===== config.mk =====
export PLATFORM = sky130hd
export DESIGN_NAME = commit_rob
export DESIGN_NICKNAME = d
export VERILOG_FILES = /design/src/rtl/ariane_pkg.sv /design/src/rtl/commit_rob.sv
export SDC_FILE = /design/constraint.sdc
export NUM_CORES = 2
export LEC_CHECK = 0
export CAP_MARGIN = 20
export CORE_ASPECT_RATIO = 0.9
export CORE_MARGIN = 8
export CORE_UTILIZATION = 30
export CTS_BUF_LIST = sky130_fd_sc_hd__clkbuf_2
export CTS_CLUSTER_DIAMETER = 100
export CTS_CLUSTER_SIZE = 16
export DETAILED_ROUTE_END_ITERATION = 12
export PLACE_DENSITY_LB_ADDON = 0.12
export SLEW_MARGIN = 30
export SYNTH_ARGS = -nofsm -noshare
export SYNTH_HDL_FRONTEND = slang
export SYNTH_SLANG_ARGS = --single-unit

===== constraint.sdc =====
create_clock -name clk_i -period 26.2 [get_ports clk_i]
set_input_delay 5.24 -clock clk_i [delete_from_list [all_inputs] [get_ports clk_i]]
set_output_delay 5.24 -clock clk_i [all_outputs]
set_load 0.05 [all_outputs]

===== src/rtl/ariane_pkg.sv =====
// Shared core types: widths, functional-unit encoding and the reorder-buffer entry layout.
package ariane_pkg;

  localparam int unsigned XLEN          = 64;
  localparam int unsigned VLEN          = 64;
  localparam int unsigned ROB_DEPTH     = 8;
  localparam int unsigned TRANS_ID_BITS = $clog2(ROB_DEPTH);

  typedef enum logic [3:0] {
    FU_NONE, FU_LOAD, FU_STORE, FU_ALU, FU_CTRL_FLOW, FU_MULT, FU_CSR, FU_FPU
  } fu_t;

  typedef struct packed {
    logic            allocated;
    logic            written;
    logic [VLEN-1:0] pc;
    logic [4:0]      rd;
    fu_t             fu;
    logic [XLEN-1:0] result;
    logic            ex_valid;
    logic [XLEN-1:0] ex_cause;
  } rob_entry_t;

endpackage


===== src/rtl/commit_rob.sv =====
// Circular reorder buffer: in-order allocation, out-of-order writeback, in-order multi-port commit.
module commit_rob
  import ariane_pkg::*;
#(
  parameter int unsigned NR_ENTRIES      = ROB_DEPTH,
  parameter int unsigned NR_COMMIT_PORTS = 2,
  parameter int unsigned NR_WB_PORTS     = 2
) (
  input  logic                                          clk_i,
  input  logic                                          rst_i,
  input  logic                                          flush_i,
  input  logic                                          issue_valid_i,
  output logic                                          issue_ready_o,
  input  logic [VLEN-1:0]                               issue_pc_i,
  input  logic [4:0]                                    issue_rd_i,
  input  fu_t                                           issue_fu_i,
  output logic [TRANS_ID_BITS-1:0]                      issue_trans_id_o,
  input  logic [NR_WB_PORTS-1:0]                        wb_valid_i,
  input  logic [NR_WB_PORTS-1:0][TRANS_ID_BITS-1:0]     wb_trans_id_i,
  input  logic [NR_WB_PORTS-1:0][XLEN-1:0]              wb_result_i,
  input  logic [NR_WB_PORTS-1:0]                        wb_ex_valid_i,
  input  logic [NR_WB_PORTS-1:0][XLEN-1:0]              wb_ex_cause_i,
  output logic [NR_COMMIT_PORTS-1:0]                    commit_valid_o,
  output logic [NR_COMMIT_PORTS-1:0][VLEN-1:0]          commit_pc_o,
  output logic [NR_COMMIT_PORTS-1:0][4:0]               commit_rd_o,
  output fu_t                                           commit_fu_o [NR_COMMIT_PORTS],
  output logic [NR_COMMIT_PORTS-1:0][XLEN-1:0]          commit_result_o,
  output logic [NR_COMMIT_PORTS-1:0]                    commit_ex_valid_o,
  output logic [NR_COMMIT_PORTS-1:0][XLEN-1:0]          commit_ex_cause_o,
  input  logic [NR_COMMIT_PORTS-1:0]                    commit_ack_i
);

  localparam int unsigned CNT_W = $clog2(NR_ENTRIES + 1);
  localparam int unsigned RET_W = $clog2(NR_COMMIT_PORTS + 1);

  rob_entry_t               mem [NR_ENTRIES];
  logic [TRANS_ID_BITS-1:0] head_q;
  logic [TRANS_ID_BITS-1:0] tail_q;
  logic [CNT_W-1:0]         count_q;
  logic [TRANS_ID_BITS-1:0] commit_idx [NR_COMMIT_PORTS];
  logic [RET_W-1:0]         retire_cnt;
  logic                     issue_fire;

  // No retire-to-allocate bypass: readiness depends on registered occupancy only.
  assign issue_ready_o    = (count_q < CNT_W'(NR_ENTRIES));
  assign issue_trans_id_o = tail_q;
  assign issue_fire       = issue_valid_i & issue_ready_o;

  // Present the head window; an exception entry terminates the valid prefix.
  always_comb begin : commit_present
    logic chain_ok;
    chain_ok = 1'b1;
    for (int i = 0; i < int'(NR_COMMIT_PORTS); i++) begin
      commit_idx[i]        = head_q + TRANS_ID_BITS'(i);
      commit_valid_o[i]    = chain_ok & mem[commit_idx[i]].allocated & mem[commit_idx[i]].written;
      chain_ok             = commit_valid_o[i] & ~mem[commit_idx[i]].ex_valid;
      commit_pc_o[i]       = mem[commit_idx[i]].pc;
      commit_rd_o[i]       = mem[commit_idx[i]].rd;
      commit_fu_o[i]       = mem[commit_idx[i]].fu;
      commit_result_o[i]   = mem[commit_idx[i]].result;
      commit_ex_valid_o[i] = mem[commit_idx[i]].ex_valid;
      commit_ex_cause_o[i] = mem[commit_idx[i]].ex_cause;
    end
  end

  // Retire count is the run of leading ones in ack & valid.
  always_comb begin : retire_count
    logic run;
    run        = 1'b1;
    retire_cnt = '0;
    for (int i = 0; i < int'(NR_COMMIT_PORTS); i++) begin
      run = run & commit_ack_i[i] & commit_valid_o[i];
      if (run) retire_cnt = retire_cnt + RET_W'(1);
    end
  end

  always_ff @(posedge clk_i) begin : rob_state
    if (rst_i || flush_i) begin
      head_q  <= '0;
      tail_q  <= '0;
      count_q <= '0;
      for (int e = 0; e < int'(NR_ENTRIES); e++) begin
        mem[e].allocated <= 1'b0;
        mem[e].written   <= 1'b0;
      end
    end else begin
      // Descending loop so the lowest port index is the last assignment and wins.
      for (int p = int'(NR_WB_PORTS) - 1; p >= 0; p--) begin
        if (wb_valid_i[p] && mem[wb_trans_id_i[p]].allocated) begin
          mem[wb_trans_id_i[p]].written  <= 1'b1;
          mem[wb_trans_id_i[p]].result   <= wb_result_i[p];
          mem[wb_trans_id_i[p]].ex_valid <= wb_ex_valid_i[p];
          mem[wb_trans_id_i[p]].ex_cause <= wb_ex_cause_i[p];
        end
      end
      for (int i = 0; i < int'(NR_COMMIT_PORTS); i++) begin
        if (RET_W'(i) < retire_cnt) begin
          mem[commit_idx[i]].allocated <= 1'b0;
          mem[commit_idx[i]].written   <= 1'b0;
        end
      end
      // The tail slot is free whenever issue fires, so it never collides with a retiring slot.
      if (issue_fire) begin
        mem[tail_q].allocated <= 1'b1;
        mem[tail_q].written   <= 1'b0;
        mem[tail_q].pc        <= issue_pc_i;
        mem[tail_q].rd        <= issue_rd_i;
        mem[tail_q].fu        <= issue_fu_i;
      end
      head_q  <= head_q + TRANS_ID_BITS'(retire_cnt);
      tail_q  <= tail_q + TRANS_ID_BITS'(issue_fire);
      count_q <= count_q + CNT_W'(issue_fire) - CNT_W'(retire_cnt);
    end
  end

endmodule


==> results_dict.tcl <==
set metrics [dict create \
    run_status "finished, final reports clean" \
    drc 0 \
    cp-startpoint "head_q[0]$_SDFF_PN0_" \
    period_needed_ns 12.62 \
    top_layer "met5" \
    cts-resized-gates 0 \
    ir_drop_mv 0.03226 \
    critPathLaunchType "register" \
    dp_hpwl_mm 218.9 \
    worst-slew-pin-transition_ns 1.034 \
    drt_iter0_markers 5503 \
    synth_area_leaders "edfxtp_1, mux2_2, mux4_2" \
    hold_violations 0 \
    vias 56253 \
    holdWs_ns 0.5210 \
    clk_latency_ns 1.75 \
    ys_warn_count 0 \
    layout_commonest_cell "edfxtp_1" \
    async_reset_ff_share_pct 0 \
    io_pins 755 \
    area_growth_syn_to_layout_pct 15.14 \
    ys_ff_latch 1642 \
    cts_max_level 3 \
    post_dp_cell_area_mm2 0.09812 \
    crit_arrival_ns 7.38 \
    cp-end-kind "output port" \
    syn_inst 5182 \
    grt_pass1_wl_mm 504.3 \
    ctsLongestPathBuffers 3 \
    cts_hold_buf 0 \
    powerDensity_mw_per_mm2 42.29 \
    critical_path_required_ns 20.96 \
    hp-class "reg2reg" \
    final_nets 6122 \
    grt_max_degree 103 \
    fin_crit_sh_pct 48.15 \
    placement.io_buffers 754 \
    drt.antenna.violating_nets 0 \
    cts_tree "done" \
    synth_edf_count 1616 \
    rr_startpoint "head_q[2]$_SDFF_PN0_" \
    drt_pass1_iterations 6 \
    place.gp.congestion 0.7728 \
    fin_worst_skew_ns 0.1762 \
    drv_slew 0 \
    cts_root_buf "clkbuf_2" \
    final_cell_mix "edfxtp_1, mux2_2, clkdlybuf4s50_1" \
    max_clock_freq_ghz 0.07926 \
    yosysSeqAreaShare_pct 56.90 \
    grt_pass1_vias 57351 \
    antenna_found_initial 125 \
    start_util_pct 30.19 \
    core_area_mm2 0.2856 \
    netlist_area_mm2 0.08620 \
    rows 186 \
    syn-num-nets 5540 \
    p_leak_uw 0.03033 \
    avgSynthCellArea_um2 16.63 \
    max-slew-margin-rel_pct 30.56 \
    die_x_um 581.0 \
    vias_per_cell 5.843 \
    r2r_slack_ns 20.69 \
    dieArea_mm2 0.3048 \
    min_to "mem[3][202]$_SDFF_PP0_" \
    fin_ws_ns 13.58 \
    clock_sinks 1642 \
    drt_wl_total_mm 370.9 \
    r2r_end "count_q[2]$_SDFF_PN0_" \
    cts_setup_buffers 0 \
    hold-path-cell-count 2 \
    hold_start "mem[3][202]$_SDFF_PP0_" \
    synth_top_area_share_pct 56.29 \
    setup_viol 0 \
    wl_per_cell_um 38.53 \
    wl_met3_mm 30.63 \
    ys.flop_type "edfxtp_1" \
    cts_buffers 116 \
    drive_above_1_share_pct 35.33 \
    fillers 27155 \
    grt-ovfl-total 0 \
    cts.clk_slew.worst_paths_ns 0.35 \
    cp_max_fo 52 \
    synth_largest_area_cell "edfxtp_1" \
    synth.distinct_cells 69 \
    path_class "reg2out" \
    rsz0062_at_grt "no" \
    grt_usage_pct 23.31 \
    reg2reg_depth 15 \
    dp_slack_ns 15.36 \
    postLayoutCellArea_mm2 0.09926 \
    maxCapViolations 0 \
    tns_ns 0 \
    wl_met2_mm 170.8 \
    wl_met1_mm 158.1 \
    die_h_um 524.5 \
]
per-stage QoR:
stage               instances  util, %  total power [µW]
floorplan                5182        -              3051
global placement         9397    34.28              3176
detailed placement       9404    34.36              3179
CTS                      9561    34.68              4242
global route             9586    34.72              4330
finish                   9628    34.76              4197
how the worst max path moves through the flow:
stage	endpoint	slack, ns	cells past startpoint
after global routing	commit_result_o[113]	12.98	8
after detailed placement	mem[5][26]$_DFFE_PP_	15.36	7
final	commit_result_o[113]	13.58	8
after floorplan	mem[4][202]$_SDFF_PP0_	6.13	6
after global placement	commit_result_o[114]	15.40	8
after CTS	commit_result_o[113]	13.14	8
routing by layer:
layer  vias up  GRT usage [%]
met1     30097          31.20
met3       555          5.915
met4        78          6.676
met5         -              0
met2      2519          37.41
li1      23004              -
worst max-delay path: stages, from the launching register on:
cell             delay [ns]
dfxtp_4                0.51
inv_8                  0.43
buf_4                  0.81
buf_4                  0.65
buf_4                  0.70
buf_4                  0.61
mux4_2                 0.58
mux2_2                 0.32
clkdlybuf4s50_1        0.71
synthesized netlist by cell type (3+ instances only):
master / instances
a22o_1: 35
nand2b_1: 6
nor3_2: 5
a222oi_1: 6
ha_1: 11
xor2_1: 3
mux2i_1: 98
mux2_2: 1167
o22ai_1: 28
mux2_4: 89
or2_2: 9
inv_1: 15
o22a_1: 6
a22oi_1: 153
mux4_2: 407
buf_2: 193
nand2_1: 51
dfxtp_1: 26
a31o_2: 6
o21ai_0: 160
edfxtp_1: 1616
clkbuf_1: 164
nand3_1: 21
a221oi_1: 356
buf_4: 23
a32oi_1: 4
o221ai_1: 11
xnor2_1: 4
nor3_1: 9
mux2_1: 223
buf_6: 21
nor2_1: 71
a221o_1: 24
nand4_1: 3
buf_1: 49
and2_1: 15
a21oi_1: 51
o21a_1: 3
flip-flops by register name, summed over array words and instances, names as in the netlist:
| name | flops |
|---|---|
| mem | 1632 |
| issue_trans_id_o | 3 |
| head_q | 3 |
| count_q | 4 |
report_power, final:
group / total [µW] / internal [µW] / leakage, µW / switching [µW]
Clock: 1070 / 188 / 0.000694 / 884
Combinational: 233 / 118 / 0.0149 / 115
Sequential: 2890 / 2890 / 0.0147 / 2.98
Total: 4200 / 3200 / 0.0303 / 1000
final cells by class:
| cell class | instances | area, µm² | share of cell area (%) |
|---|---|---|---|
| diodes | 65 | 162.7 | 0.1639 |
| clock buffers | 142 | 710.7 | 0.7160 |
| clock inverters | 15 | 207.7 | 0.2093 |
| inverters | 17 | 86.33 | 0.08698 |
| multi-input cells | 3073 | 35270 | 35.54 |
| flip-flops and latches | 1642 | 49060 | 49.43 |
| well taps | 3760 | 4705 | 4.740 |
| repair buffers | 914 | 9054 | 9.122 |
cell families after synthesis:
group,count (synthesis),synth area share (%)
muxes,1984,31.48
DFF,1642,56.90
AOI/OAI and AO/OA,864,7.619
buffers and inverters,467,2.597
and+or+nand+nor,205,1.129
adders and majority gates,13,0.2061
xor gates and xnor gates,7,0.07112
(Power assumes the default switching activity.)
